**config.mk**
```make
export PLATFORM = sky130hd
export DESIGN_NAME = mem_arbiter
export DESIGN_NICKNAME = d
export VERILOG_FILES = /design/src/rtl/mem_arbiter.sv
export SDC_FILE = /design/constraint.sdc
export NUM_CORES = 1
export LEC_CHECK = 0
export CORE_AREA = 2 2 103 105
export CTS_BUF_LIST = sky130_fd_sc_hd__clkbuf_2 sky130_fd_sc_hd__clkbuf_4 sky130_fd_sc_hd__clkbuf_8
export CTS_CLUSTER_SIZE = 28
export DETAILED_ROUTE_END_ITERATION = 6
export DIE_AREA = 0 0 105 107
export DONT_BUFFER_PORTS = 1
export PLACE_DENSITY = 0.61
export REMOVE_ABC_BUFFERS = 1
export SETUP_SLACK_MARGIN = 0.15
export SLEW_MARGIN = 40
export SYNTH_ARGS = -nofsm -noshare
export SYNTH_HDL_FRONTEND = slang
export SYNTH_SLANG_ARGS = --single-unit
```
**constraint.sdc**
```tcl
create_clock -name CLK -period 2.4 [get_ports CLK]
set_clock_uncertainty 0.05 [all_clocks]
set_input_delay 0.12 -clock CLK [delete_from_list [all_inputs] [get_ports CLK]]
set_output_delay 0.12 -clock CLK [all_outputs]
set_load 0.05 [all_outputs]
```
**src/rtl/mem_arbiter.sv**
```systemverilog
// Two-master memory arbiter: icache and dcache share one RAM port.
// dcache has priority, but icache is forced through after STARVE_LIMIT consecutive dcache grants.
module mem_arbiter #(
    parameter int STARVE_LIMIT = 4,
    parameter int WORD_W       = 32
) (
    input  logic              CLK,
    input  logic              RST,
    input  logic              iREN,
    input  logic [WORD_W-1:0] iaddr,
    output logic              iwait,
    output logic [WORD_W-1:0] iload,
    input  logic              dREN,
    input  logic              dWEN,
    input  logic [WORD_W-1:0] daddr,
    input  logic [WORD_W-1:0] dstore,
    output logic              dwait,
    output logic [WORD_W-1:0] dload,
    output logic              ramREN,
    output logic              ramWEN,
    output logic [WORD_W-1:0] ramaddr,
    output logic [WORD_W-1:0] ramstore,
    input  logic [WORD_W-1:0] ramload,
    input  logic [1:0]        ramstate,
    output logic              err
);

    localparam int SW = (STARVE_LIMIT < 1) ? 1 : $clog2(STARVE_LIMIT + 1);
    localparam logic [SW-1:0] STARVE_MAX = SW'(STARVE_LIMIT);
    localparam logic [1:0] RAM_ACCESS = 2'd2;
    localparam logic [1:0] RAM_ERROR  = 2'd3;

    typedef enum logic [1:0] {
        IDLE = 2'd0,
        IGNT = 2'd1,
        DGNT = 2'd2
    } state_t;

    state_t            state_reg;
    logic [SW-1:0]     starve_cnt_reg;
    logic [WORD_W-1:0] addr_reg;
    logic [WORD_W-1:0] store_reg;
    logic              ren_reg;
    logic              wen_reg;
    logic              err_reg;
    logic              armed_reg;

    logic d_req;
    logic i_forced;
    logic grant_d;
    logic grant_i;
    logic ram_done;
    logic ram_fail;
    logic finish;
    logic i_owner;
    logic d_owner;

    always_comb begin
        d_req    = dREN | dWEN;
        i_forced = iREN && (starve_cnt_reg == STARVE_MAX);
        grant_d  = d_req && !i_forced;
        grant_i  = iREN && !grant_d;
        ram_done = (ramstate == RAM_ACCESS);
        ram_fail = (ramstate == RAM_ERROR);
        finish   = ram_done | ram_fail;
        i_owner  = (state_reg == IGNT);
        d_owner  = (state_reg == DGNT);
    end

    // armed_reg blocks arbitration on the first edge after reset is released.
    always_ff @(posedge CLK or posedge RST) begin
        if (RST) begin
            state_reg      <= IDLE;
            starve_cnt_reg <= '0;
            addr_reg       <= '0;
            store_reg      <= '0;
            ren_reg        <= 1'b0;
            wen_reg        <= 1'b0;
            err_reg        <= 1'b0;
            armed_reg      <= 1'b0;
        end else begin
            case (state_reg)
                IDLE: begin
                    armed_reg <= 1'b1;
                    if (armed_reg) begin
                        if (grant_d) begin
                            state_reg <= DGNT;
                            addr_reg  <= daddr;
                            store_reg <= dstore;
                            ren_reg   <= ~dWEN;
                            wen_reg   <= dWEN;
                            if (iREN && (starve_cnt_reg != STARVE_MAX)) begin
                                starve_cnt_reg <= starve_cnt_reg + SW'(1);
                            end
                        end else if (grant_i) begin
                            state_reg      <= IGNT;
                            addr_reg       <= iaddr;
                            store_reg      <= '0;
                            ren_reg        <= 1'b1;
                            wen_reg        <= 1'b0;
                            starve_cnt_reg <= '0;
                        end
                    end
                end
                IGNT, DGNT: begin
                    // A withdrawn request does not abort; only the RAM status ends the access.
                    if (finish) begin
                        state_reg <= IDLE;
                        ren_reg   <= 1'b0;
                        wen_reg   <= 1'b0;
                        if (ram_fail) begin
                            err_reg <= 1'b1;
                        end
                    end
                end
                default: begin
                    state_reg <= IDLE;
                    ren_reg   <= 1'b0;
                    wen_reg   <= 1'b0;
                end
            endcase
        end
    end

    always_comb begin
        iwait    = i_owner ? !finish : iREN;
        dwait    = d_owner ? !finish : d_req;
        iload    = (i_owner && ram_done) ? ramload : '0;
        dload    = (d_owner && ram_done) ? ramload : '0;
        ramREN   = ren_reg;
        ramWEN   = wen_reg;
        ramaddr  = addr_reg;
        ramstore = store_reg;
        err      = err_reg;
    end

endmodule
```
==> metrics.yaml <==
run_status:
  status: "finished clean"
timing:
  finalCritPeriodShare_pct: 87.1
  period_minus_slack_ns: 2.09
  max_slew_margin_pct: 58.2
  max_freq_mhz: 478
  finalMaxSlewViolations: 0
  rsz0062_at_grt: "false"
  timing.setup.tns_ns: 0
  setup_violations: 0
  hold_viol_final: 0
  tightest_slew_ns: 0.626
power:
  report.power.total_mw: 7.37
  vdd_ir_drop_max_v: 0.000779
  p_leak_nw: 2.15
  power_density_nw_per_um2: 1450
setup_path:
  reg2reg_from: "starve_cnt_reg[0]"
  cp_max_fo: 32
  critical_path_class: "flop to output port"
  crit_path_end_kind: "output port"
  cpMaxStageDelayCell: "and2_1"
  cp_top_family: "simple AND/OR/NAND/NOR gates"
  critical_path_required_ns: 2.23
  arrival_ns: 1.92
  critPathMaxStageDelay_ns: 0.51
  rr_endpoint: "ramaddr[30]"
  worst-r2r-cell-count: 6
  crit_chain: "inv_1, ha_1, and3b_1, buf_4, and2_1"
  cp_num_buf_inv: 2
  worstSetupStartpointType: "flop"
  reg2reg_setup_slack_ns: 0.42
drt:
  drc: 0
  firstDrtPassIters: 5
  num_vias: 3615
  dr.first_iter.drc_count: 313
  viasPerCell: 5.80
  post_drt_wl_per_cell_um: 23.4
  ant_nets: 0
  routed_wl_um: 14600
die:
  die-area_um2: 11200
  core-area_um2: 10100
  num_rows: 37
  initial_utilization_pct: 36.4
  die_h_um: 107
  io_pins: 268
  die_w_um: 105
hold_path:
  worstHoldStart: "iREN"
  min_to: "state_reg[1]"
  hp-class: "primary input to flop"
  hold_depth: 2
cts:
  clkSlewWorstSetupHoldPaths_ns: 0.08
  root_buffer: "clkbuf_8"
  ctsLongestPathBuffers: 2
  post_cts_resized: 0
  clock_latency_ns: 0.34
  cts_buffers: 9
  htree_levels: 3
  cts_tree: "yes"
  clkSinkCount: 73
yosys:
  synth_edf_count: 0
  netlist_instances: 380
  ys_ff_latch: 73
  synthArstFlopShare_pct: 100
  ys_seq_area_share_pct: 49.8
  synth.distinct_cells: 32
  synth_area_um2: 3670
  synthFlopType: "dfrtp_1"
  yosysWarnings: 0
  avgSynthCellArea_um2: 9.66
cells_and_area:
  syn_to_final_growth_pct: 38.1
  fillers: 882
  layout_commonest_cell: "dlygate4sd3_1"
  fin_nets: 616
  drive_gt1_share_pct: 8.73
  final_cell_mix: "dlygate4sd3_1, dfrtp_1, and2_1, o21ai_0, nor2_1"
grt:
  grt.total_usage_pct: 25.6
  grt_pass1_wl_um: 21500
  grt_remaining_overflow: 0
  grt_max_degree: 47
  grt_pass1_vias: 3615
  antenna_found_initial: 8
place:
  hpwl_um: 10100
  io_buffers: 0
  place_congestion: 0.782
flow_run:
  cap_violations: 0
==> where the power goes <==
group	internal (mW)	switching, mW	total, mW
sequential	1.76	2.36	4.11
clock	0.598	0.501	1.10
combinational	0.834	1.32	2.15
total	3.19	4.18	7.37
==> cell usage after synthesis, drive strengths merged, types with 2 or more instances <==
library cell	number	area, um^2
and2	64	400
nand2	2	7.51
a22o	32	280
o21ai	39	195
nand4	3	18.8
a21oi	33	165
buf	18	109
clkbuf	16	61.3
or2	2	12.5
a31oi	32	200
and3b	2	17.5
ha	5	62.6
o22ai	2	12.5
o2bb2ai	2	17.5
and3	2	12.5
inv	7	26.3
nor2	36	138
dfrtp	73	1830
==> stage by stage <==
| step | area, um^2 | setup slack (ns) | util (%) | instances | hold WS [ns] |
|---|---|---|---|---|---|
| 2_1_floorplan | 3500 | 0.0255 | - | 346 | 0.203 |
| 3_3_place_gp | 3830 | 0.621 | 37.9 | 501 | 0.0654 |
| 3_5_place_dp | 3830 | 0.542 | 37.9 | 501 | 0.0732 |
| 4_1_cts | 5050 | 0.276 | 50.1 | 617 | 0.00217 |
| 5_1_grt | 5060 | 0.186 | 50.1 | 619 | 0.0435 |
| 6_report | 5070 | 0.310 | 50.2 | 623 | 0.0316 |
==> cell type report <==
cell class              instances  area [um^2]  area share [%]
diodes                          6         15.0           0.296
well taps                     136          170            3.36
repair buffers                119         1160            22.8
flip-flops and latches         73         1830            36.0
clock buffers                   9          124            2.44
clock inverters                 7          103            2.02
multi-input cells             266         1650            32.5
inverters                       7         26.3           0.518
==> how the worst max path moves through the flow <==
stage | start | to | depth (start not counted)
4_1_cts | state_reg[1] | iload[17] | 5
6_report | state_reg[1] | iload[22] | 5
5_1_grt | state_reg[0] | dload[4] | 5
3_3_place_gp | state_reg[0] | ramstore[15] | 6
3_5_place_dp | starve_cnt_reg[0] | ramaddr[13] | 6
2_1_floorplan | state_reg[0] | ramstore[0] | 5
==> metal layers <==
metal	global-route usage (%)	share of wire (%)	vias up
met1	25.4	32	1719
met5	0	0.35	-
met3	13.4	14	49
li1	-	-	1542
met2	44.5	50	297
met4	11.1	3.7	8
==> cell families (layout without fill, tap and decap cells) <==
family	after synthesis	after routing	synth area share, %
buf+inv	41	142	5.35
fa+ha+maj	5	5	1.70
compound gates	145	145	25.5
mux	1	1	0.273
other cells	0	6	0
flops	73	73	49.8
simple gates	115	115	17.5
==> what timing repair did <==
item	4_1_cts	5_1_grt
setup buffers	0	0
endpoints found under the hold margin	94	0
hold buffers	100	0
Note: power is estimated with default switching activity, not from simulation.
